`src/rtl/spi_frame_parser_pkg.sv`:
```
// rtl/spi_frame_parser_pkg.sv - error codes, state encodings, CRC-8 constants and SYNC default for spi_frame_parser
package spi_frame_parser_pkg;

    typedef enum logic [2:0] {
        ERR_NONE    = 3'd0,
        ERR_LEN     = 3'd1,
        ERR_CSUM    = 3'd2,
        ERR_OVERRUN = 3'd3,
        ERR_ABORT   = 3'd4
    } err_e;

    typedef enum logic [2:0] {
        ST_IDLE    = 3'd0,
        ST_LEN     = 3'd1,
        ST_PAYLOAD = 3'd2,
        ST_CSUM    = 3'd3,
        ST_DELIVER = 3'd4,
        ST_DISCARD = 3'd5
    } state_e;

    localparam logic [7:0] CRC_POLY     = 8'h07;
    localparam logic [7:0] CRC_INIT     = 8'h00;
    localparam logic [3:0] SYNC_DEFAULT = 4'hA;

endpackage

```
`src/rtl/spi_frame_parser_crc8_byte.sv`:
```
// rtl/spi_frame_parser_crc8_byte.sv - combinational byte-wide CRC-8 update, MSB-first, no final XOR
module crc8_byte
    import spi_frame_parser_pkg::*;
(
    input  logic [7:0] crc_in,
    input  logic [7:0] data,
    output logic [7:0] crc_out
);

    logic [7:0] c;

    always_comb begin
        c = crc_in ^ data;
        for (int i = 0; i < 8; i++) begin
            c = c[7] ? ({c[6:0], 1'b0} ^ CRC_POLY) : {c[6:0], 1'b0};
        end
        crc_out = c;
    end

endmodule

```
`src/rtl/spi_frame_parser.sv`:
```
// rtl/spi_frame_parser.sv - SPI word stream to validated payload frames; SPI_FRAME_CRC_EN enables CSUM checking
module spi_frame_parser
    import spi_frame_parser_pkg::*;
#(
    parameter int         MAX_LEN = 16,
    parameter logic [3:0] SYNC    = SYNC_DEFAULT
) (
    input  logic       clk,
    input  logic       rst,
    input  logic       rx_irq,
    input  logic [7:0] rx_data,
    input  logic       frame_abort,
    output logic [7:0] tx_data,
    output logic       out_valid,
    input  logic       out_ready,
    output logic [7:0] out_data,
    output logic       out_last,
    output logic [3:0] out_cmd,
    output logic       err_pulse,
    output logic [2:0] err_code
);

    localparam int         IDX_W     = (MAX_LEN > 1) ? $clog2(MAX_LEN) : 1;
    localparam int         DEPTH     = 1 << IDX_W;
    localparam logic [7:0] MAX_LEN_B = 8'(MAX_LEN);

    state_e     state, state_next;
    logic [3:0] cmd_q;
    logic [7:0] len_q, wr_idx, rd_idx;
    logic [7:0] buf_mem [DEPTH];
    logic [2:0] last_err;
    logic [3:0] frame_cnt;

    logic csum_ok, len_bad, beat, last_beat;
    logic take_flags, take_len, take_pay;
    logic err_set;
    err_e err_val;

    assign len_bad   = (rx_data == 8'd0) || (rx_data > MAX_LEN_B);
    assign beat      = out_valid && out_ready;
    assign last_beat = beat && out_last;

`ifdef SPI_FRAME_CRC_EN
    logic [7:0] crc_q, crc_seed, crc_next;
    logic       crc_en;

    // A new FLAGS byte restarts the CRC from the init value.
    assign crc_seed = (state == ST_IDLE) ? CRC_INIT : crc_q;
    assign crc_en   = take_flags || take_len || take_pay;
    assign csum_ok  = (rx_data == crc_q);

    crc8_byte u_crc8 (
        .crc_in  (crc_seed),
        .data    (rx_data),
        .crc_out (crc_next)
    );

    always_ff @(posedge clk) begin
        if (rst) begin
            crc_q <= CRC_INIT;
        end else if (crc_en) begin
            crc_q <= crc_next;
        end
    end
`else
    assign csum_ok = 1'b1;
`endif

    always_ff @(posedge clk) begin
        if (rst) begin
            state <= ST_IDLE;
        end else begin
            state <= state_next;
        end
    end

    always_comb begin
        state_next = state;
        unique case (state)
            ST_IDLE:    if (rx_irq && rx_data[3:0] == SYNC) state_next = ST_LEN;
            ST_LEN:     if (frame_abort) state_next = ST_IDLE;
                        else if (rx_irq) state_next = len_bad ? ST_DISCARD : ST_PAYLOAD;
            ST_PAYLOAD: if (frame_abort) state_next = ST_IDLE;
                        else if (rx_irq && wr_idx == len_q - 8'd1) state_next = ST_CSUM;
            ST_CSUM:    if (frame_abort) state_next = ST_IDLE;
                        else if (rx_irq) state_next = csum_ok ? ST_DELIVER : ST_IDLE;
            ST_DELIVER: if (last_beat) state_next = ST_IDLE;
            ST_DISCARD: if (frame_abort) state_next = ST_IDLE;
            default:    state_next = ST_IDLE;
        endcase
    end

    always_comb begin
        out_valid  = (state == ST_DELIVER);
        out_last   = out_valid && (rd_idx == len_q - 8'd1);
        out_data   = out_valid ? buf_mem[rd_idx[IDX_W-1:0]] : 8'h00;
        take_flags = (state == ST_IDLE) && rx_irq && (rx_data[3:0] == SYNC);
        take_len   = (state == ST_LEN) && rx_irq && !frame_abort && !len_bad;
        take_pay   = (state == ST_PAYLOAD) && rx_irq && !frame_abort;
        err_set    = 1'b0;
        err_val    = ERR_NONE;
        if ((state == ST_LEN || state == ST_PAYLOAD || state == ST_CSUM) && frame_abort) begin
            err_set = 1'b1;
            err_val = ERR_ABORT;
        end else if (state == ST_LEN && rx_irq && len_bad) begin
            err_set = 1'b1;
            err_val = ERR_LEN;
        end else if (state == ST_CSUM && rx_irq && !csum_ok) begin
            err_set = 1'b1;
            err_val = ERR_CSUM;
        end else if (state == ST_DELIVER && rx_irq) begin
            err_set = 1'b1;
            err_val = ERR_OVERRUN;
        end
    end

    always_ff @(posedge clk) begin
        if (take_pay) begin
            buf_mem[wr_idx[IDX_W-1:0]] <= rx_data;
        end
    end

    always_ff @(posedge clk) begin
        if (rst) begin
            cmd_q     <= 4'd0;
            len_q     <= 8'd0;
            wr_idx    <= 8'd0;
            rd_idx    <= 8'd0;
            frame_cnt <= 4'd0;
            last_err  <= ERR_NONE;
            err_pulse <= 1'b0;
            err_code  <= ERR_NONE;
            tx_data   <= 8'h00;
        end else begin
            err_pulse <= err_set;
            if (take_flags) cmd_q <= rx_data[7:4];
            if (take_len) begin
                len_q  <= rx_data;
                wr_idx <= 8'd0;
            end
            if (take_pay) wr_idx <= wr_idx + 8'd1;
            if (state == ST_CSUM) rd_idx <= 8'd0;
            if (beat) rd_idx <= rd_idx + 8'd1;
            if (last_beat) begin
                frame_cnt <= frame_cnt + 4'd1;
                last_err  <= ERR_NONE;
            end
            // A newer error outranks the clear from a completed delivery.
            if (err_set) begin
                err_code <= err_val;
                last_err <= err_val;
            end
            tx_data <= {state != ST_IDLE, last_err, frame_cnt};
        end
    end

    assign out_cmd = cmd_q;

endmodule

```
`config.mk`:
```
export PLATFORM = sky130hd
export DESIGN_NAME = spi_frame_parser
export DESIGN_NICKNAME = d
export VERILOG_FILES = /design/src/rtl/spi_frame_parser_pkg.sv /design/src/rtl/spi_frame_parser_crc8_byte.sv /design/src/rtl/spi_frame_parser.sv
export SDC_FILE = /design/constraint.sdc
export NUM_CORES = 1
export LEC_CHECK = 0
export ABC_AREA = 0
export CORE_MARGIN = 8
export CORE_UTILIZATION = 63
export CTS_CLUSTER_SIZE = 28
export DETAILED_ROUTE_END_ITERATION = 10
export DONT_BUFFER_PORTS = 1
export PLACE_DENSITY = 0.78
export SLEW_MARGIN = 20
export SYNTH_ARGS = -nofsm -noshare
export SYNTH_HDL_FRONTEND = slang
export SYNTH_SLANG_ARGS = --single-unit
```
`constraint.sdc`:
```
create_clock -name clk -period 3.95 [get_ports clk]
set_input_delay 0.395 -clock clk [delete_from_list [all_inputs] [get_ports clk]]
set_output_delay 0.395 -clock clk [all_outputs]
set_load 0.01 [all_outputs]
```
-- Word level (Yosys, flattened, before mapping)
Memory sizes are Yosys's and may differ from the RTL's. A register that Yosys moved wholly into a read port is not among the register bits.
Index checks and enable logic that the tools add are counted.
- RAM bits: 128
- input bits: 13
- register bits: 50
- memories: 1
- reduce and logical (&&, ||, !) cells: 27
- order comparisons: 1
- eq/ne operators: 14
- add/sub/neg operators: 4
- muxes and demuxes: 27
- memories (memory ; words ; bits a word ; read ports ; clocked after memory_dff ; wr ports ; line ; text):
    buf_mem ; 16 ; 8 ; 1 ; 1 ; 1 ; spi_frame_parser.sv:30 ; logic [7:0] buf_mem [DEPTH];
- operator list (kind ; number):
    $mux 8 ; 5
    $mux 3 ; 12
    $pmux 3 s6 ; 1
    $add 8x1->8 const B ; 2
    $eq 8x8->1 ; 2
    $logic_and 1x1->1 ; 15
    $ne 3x3->1 const B ; 3
    $gt 8x5->1 const B ; 1
    $logic_not 8->1 ; 1
    $mux 4 ; 2
    $sub 8x1->8 const B ; 1
    $eq 3x2->1 const B ; 2
    $eq 3x3->1 const B ; 2
    $reduce_and 6->1 ; 1
    $reduce_bool 2->1 ; 3
    $mux 1 ; 5
    $add 4x1->4 const B ; 1
    $eq 4x4->1 const B ; 1
    $mux 2 ; 2
    $ne 2x2->1 const B ; 2
    $eq 3x1->1 const B ; 1
    $logic_not 3->1 ; 1
    $logic_or 1x1->1 ; 3
    $reduce_bool 3->1 ; 1
    other kinds (2) ; 3

-- Logic depth before layout (Yosys ltp)
- word-level depth: 6
- mapped depth: 11
- mapped depth without buffers: 9

-- Worst setup path before layout
No wires, ideal clock.
- kind: reg2reg
- start point: reg len_q[0]
- end point: reg state[2]
- arrival time: 2627 ps
- path slack: 1201 ps
- path buffers: 2
- cell stages (with the launch flop): 11
- period minus slack after synthesis: 2749 ps
- data required time: 3828 ps
- cell sequence: dfxtp_1 > clkbuf_1 > inv_1 > ha_1 > or3b_1 > buf_2 > a221o_1 > or4_1 > nand3b_4 > and2_0 > o311a_1
- word-level cells in the longest chain between the ends: 6
- RTL lines (element ; line ; text):
    from (decl) ; spi_frame_parser.sv:29 ; logic [7:0] len_q, wr_idx, rd_idx;
    from (signal assigned) ; spi_frame_parser.sv:138 ; len_q <= rx_data;
    $sub 8x1->8 * ; spi_frame_parser.sv:84, spi_frame_parser.sv:95 ;
    $eq 8x8->1 ; spi_frame_parser.sv:95 ; out_last = out_valid && (rd_idx == len_q - 8'd1);
    $logic_and 1x1->1 ; spi_frame_parser.sv:95 ;
    $logic_and 1x1->1 ; spi_frame_parser.sv:41 ; assign last_beat = beat && out_last;
    $ne 2x1->1 (no source line) ; -- ;
    $reduce_and 6->1 (no source line) * ; -- ;
    to (signal assigned) ; spi_frame_parser.sv:73 ; state <= state_next;
    to (decl) ; spi_frame_parser.sv:27 ; state_e state, state_next;
Mark *: on every way between the ends. The rest lies on a longest branch, timed or not.
A chain may end at the register's enable or synchronous reset.

-- Worst setup path after layout
- start point: reg len_q[0]
- end point: out out_last
- word-level cells in the longest chain between the ends: 3
- RTL lines (element ; line ; text):
    $sub 8x1->8 ; spi_frame_parser.sv:95 ;
    $eq 8x8->1 ; spi_frame_parser.sv:95 ;
    $logic_and 1x1->1 ; spi_frame_parser.sv:95 ;
    to (decl) ; spi_frame_parser.sv:17 ; output logic out_last,
No other way between the ends.

==> metrics.txt <==
most instantiated cells after synthesis=128 x edfxtp_1, 54 x dfxtp_1, 49 x nor2_1, 40 x mux4_2, 26 x a21oi_1; Die Footprint=15900 sq um; Setup CP Type=register to primary output; DRT antenna net count=0; final WL=15800 microns; WP data arrival=2.72 ns; Total GRT Usage=20.5%; Post-synth EDFFs=128; Initial DRT Pass Iterations=5; synth unique cells=49; die width=126 microns; nature of the critical path startpoint=register; root buffer cell=clkbuf_16; Lkg Pwr=2.75 nW; Max FO, Critical Path=7; cell chain of the critical path=inv_1 > ha_1 > or3b_1 > o31ai_2 > a21oi_1 > or4_1 > and2b_2; slowest cell delay on critical path=0.50 ns; Synth top area share=50.4%; Num CTS Buffers=17; clock skew=0.0116 ns; hold_buf cts=0; share of layout cells above drive strength 1=14.8%; area grow syn2layout=8.61%; Post-Syn Instances=530; setup TNS=0 ns; Yosys reg bits=182; via count=4421; fin crit share=78.9%; highest metal used=met4; required time worst endpoint=3.56 ns; H-tree depth=4; Fin Hold WS=0.0316 ns; max-slew violations=0; DRC viols=0; grt ovf=0; M1 WL=6350 microns; later-pin clock latency in the skew report=0.43 ns; Max Cap Viol=0; clk sinks=182; IO Port Bufs=0; antenna violations before repair=0; CP max stage cell=or4_1; actual slew at the worst max-slew pin=1.03 ns; CTS tree=built; largest net degree at the start of global routing=50; relative slew slack=30.8%; global-route wire length before repair=24600 microns; clock transition at the registers of the reported paths=0.07 ns; post-synth top area cell=edfxtp_1; DR WL/cell=23.1 microns; synthesized area=7630 sq um; syn nets=550; ys async rst share=0%; count leader, synth=edfxtp_1; routability cong.=0.901; sequential-to-total area share from yosys stat=64.6%; Max IR drop VDD=0.296 mV; Die H=126 microns; initial detailed-routing violation count=486; Setup violations, final=0; Area after DPL=7720 sq um; detailed placer's ending HPWL=10100 microns; final hold vios=0; CTS resizes=0; status=complete, no violations; I/O pin cnt=39; Vias/cell=6.48; dominant synthesized flop cell=edfxtp_1; Critical Path End Type=primary output; Max clock buf depth=2; RSZ-0062 raised after global routing=false; top post-synthesis cells by area=edfxtp_1 50%, dfxtp_1 14%, mux4_2 12%; Final Net Count=542; Hold/Removal Path Class=primary input to register; f_max=0.321 GHz; # diodes=0; Initial Util=64.0%; vias in the first global route=4380; met3 WL post-DR=988 microns; mean post-synth cell area=14.4 sq um; Pwr per Cell Area=495 nW/um^2; Ys Warns=0; row count=40; Final Critical Period=3.12 ns; Core Area=11900 sq um; # Post-CTS Setup Buffers=0; met2 wire length=8230 microns; Finished Cell Area=8290 sq um
through the flow:
step	std cells	power (mW)	setup slack (ns)	util, %
3_5_place_dp	650	2.51	1.10	64.8
6_report	682	4.11	0.835	69.6
5_1_grt	682	4.22	0.651	69.6
3_3_place_gp	650	2.50	1.22	64.8
2_1_floorplan	530	2.45	1.20	-
4_1_cts	682	4.11	0.850	69.6
cell type report:
class                           count  area, sq um
Clock buffer                       19          433
Clock inverter                     13          133
Fill cell                         792         3630
Inverter                            9         33.8
Multi-Input combinational cell    309         2550
Sequential cell                   182         4930
Tap cell                          147          184
Timing Repair Buffer                3         22.5
worst max-delay path, delay by kind of cell, from the launching register on:
kind	cells	cell delay [ns]
adder cells (fa/ha/maj)	1	0.20
buffers and inverters	1	0.08
AO/OA/AOI/OAI	2	0.38
AND/OR/NAND/NOR	3	1.25
flip-flops	1	0.38
cells by family (layout without fill, tap and decap cells):
kind of cell             count (synthesis)  in the layout  synth area share [%]
buffers and inverters                   39             44                  1.97
AO/OA/AOI/OAI                           67             67                  5.46
AND/OR/NAND/NOR                        163            163                  11.2
XOR/XNOR                                20             20                  2.30
multiplexers                            52             52                  13.4
adder cells (fa/ha/maj)                  7              7                  1.15
flip-flops                             182            182                  64.6
power by group:
part / internal (mW) / leakage, nW / switching [mW]
Clock: 0.927 / 0.271 / 0.703
Combinational: 0.154 / 0.889 / 0.184
Sequential: 2.08 / 1.59 / 0.0591
Total: 3.16 / 2.75 / 0.946
path summary, 6_finish.rpt:
check	startpoint	depth (start not counted)	to	slack, ns
max	len_q[0]	7	out_last	0.83
min	rst	1	tx_data[3]	0.03
max reg2reg	len_q[0]	9	frame_cnt[3]	1.08
min reg2reg	last_err[0]	2	last_err[0]	0.46
layout by cell type, fill, tap and decap left out, drive strengths merged, types with 2 or more instances in the layout:
cell type	netlist	layout
edfxtp	128	128
dfxtp	54	54
nor2	49	49
mux4	40	40
a21oi	26	26
clkbuf	23	19
nor3	16	16
nand2	16	16
o21ai	16	16
nor2b	15	15
and2	15	15
nand3	14	14
and3	14	14
xnor2	11	11
mux2i	10	10
inv	9	10
xor2	9	9
ha	7	7
clkinv	0	7
a31oi	5	5
a211oi	5	5
nand4	4	4
nor3b	4	4
nand2b	4	4
clkinvlp	0	3
buf	7	3
nand3b	3	3
or4	2	2
nor4	2	2
o211ai	2	2
a21boi	2	2
mux2	2	2
or3	2	2
bufinv	0	2
routing by layer:
metal  track usage, %  up-vias
li1                 -     1999
met1             24.2     2234
met2             35.2      167
met3             6.03       21
met4             6.79        0
met5                0        -
registers in the layout, summed over array words and instances, names as in the netlist, named ones only:
signal / count
tx_data: 8
buf_mem: 128
len_q: 8
rd_idx: 8
frame_cnt: 4
err_pulse: 1
err_code: 3
state: 3
wr_idx: 8
last_err: 3
out_cmd: 4
Note: power is estimated with default switching activity, not from simulation.
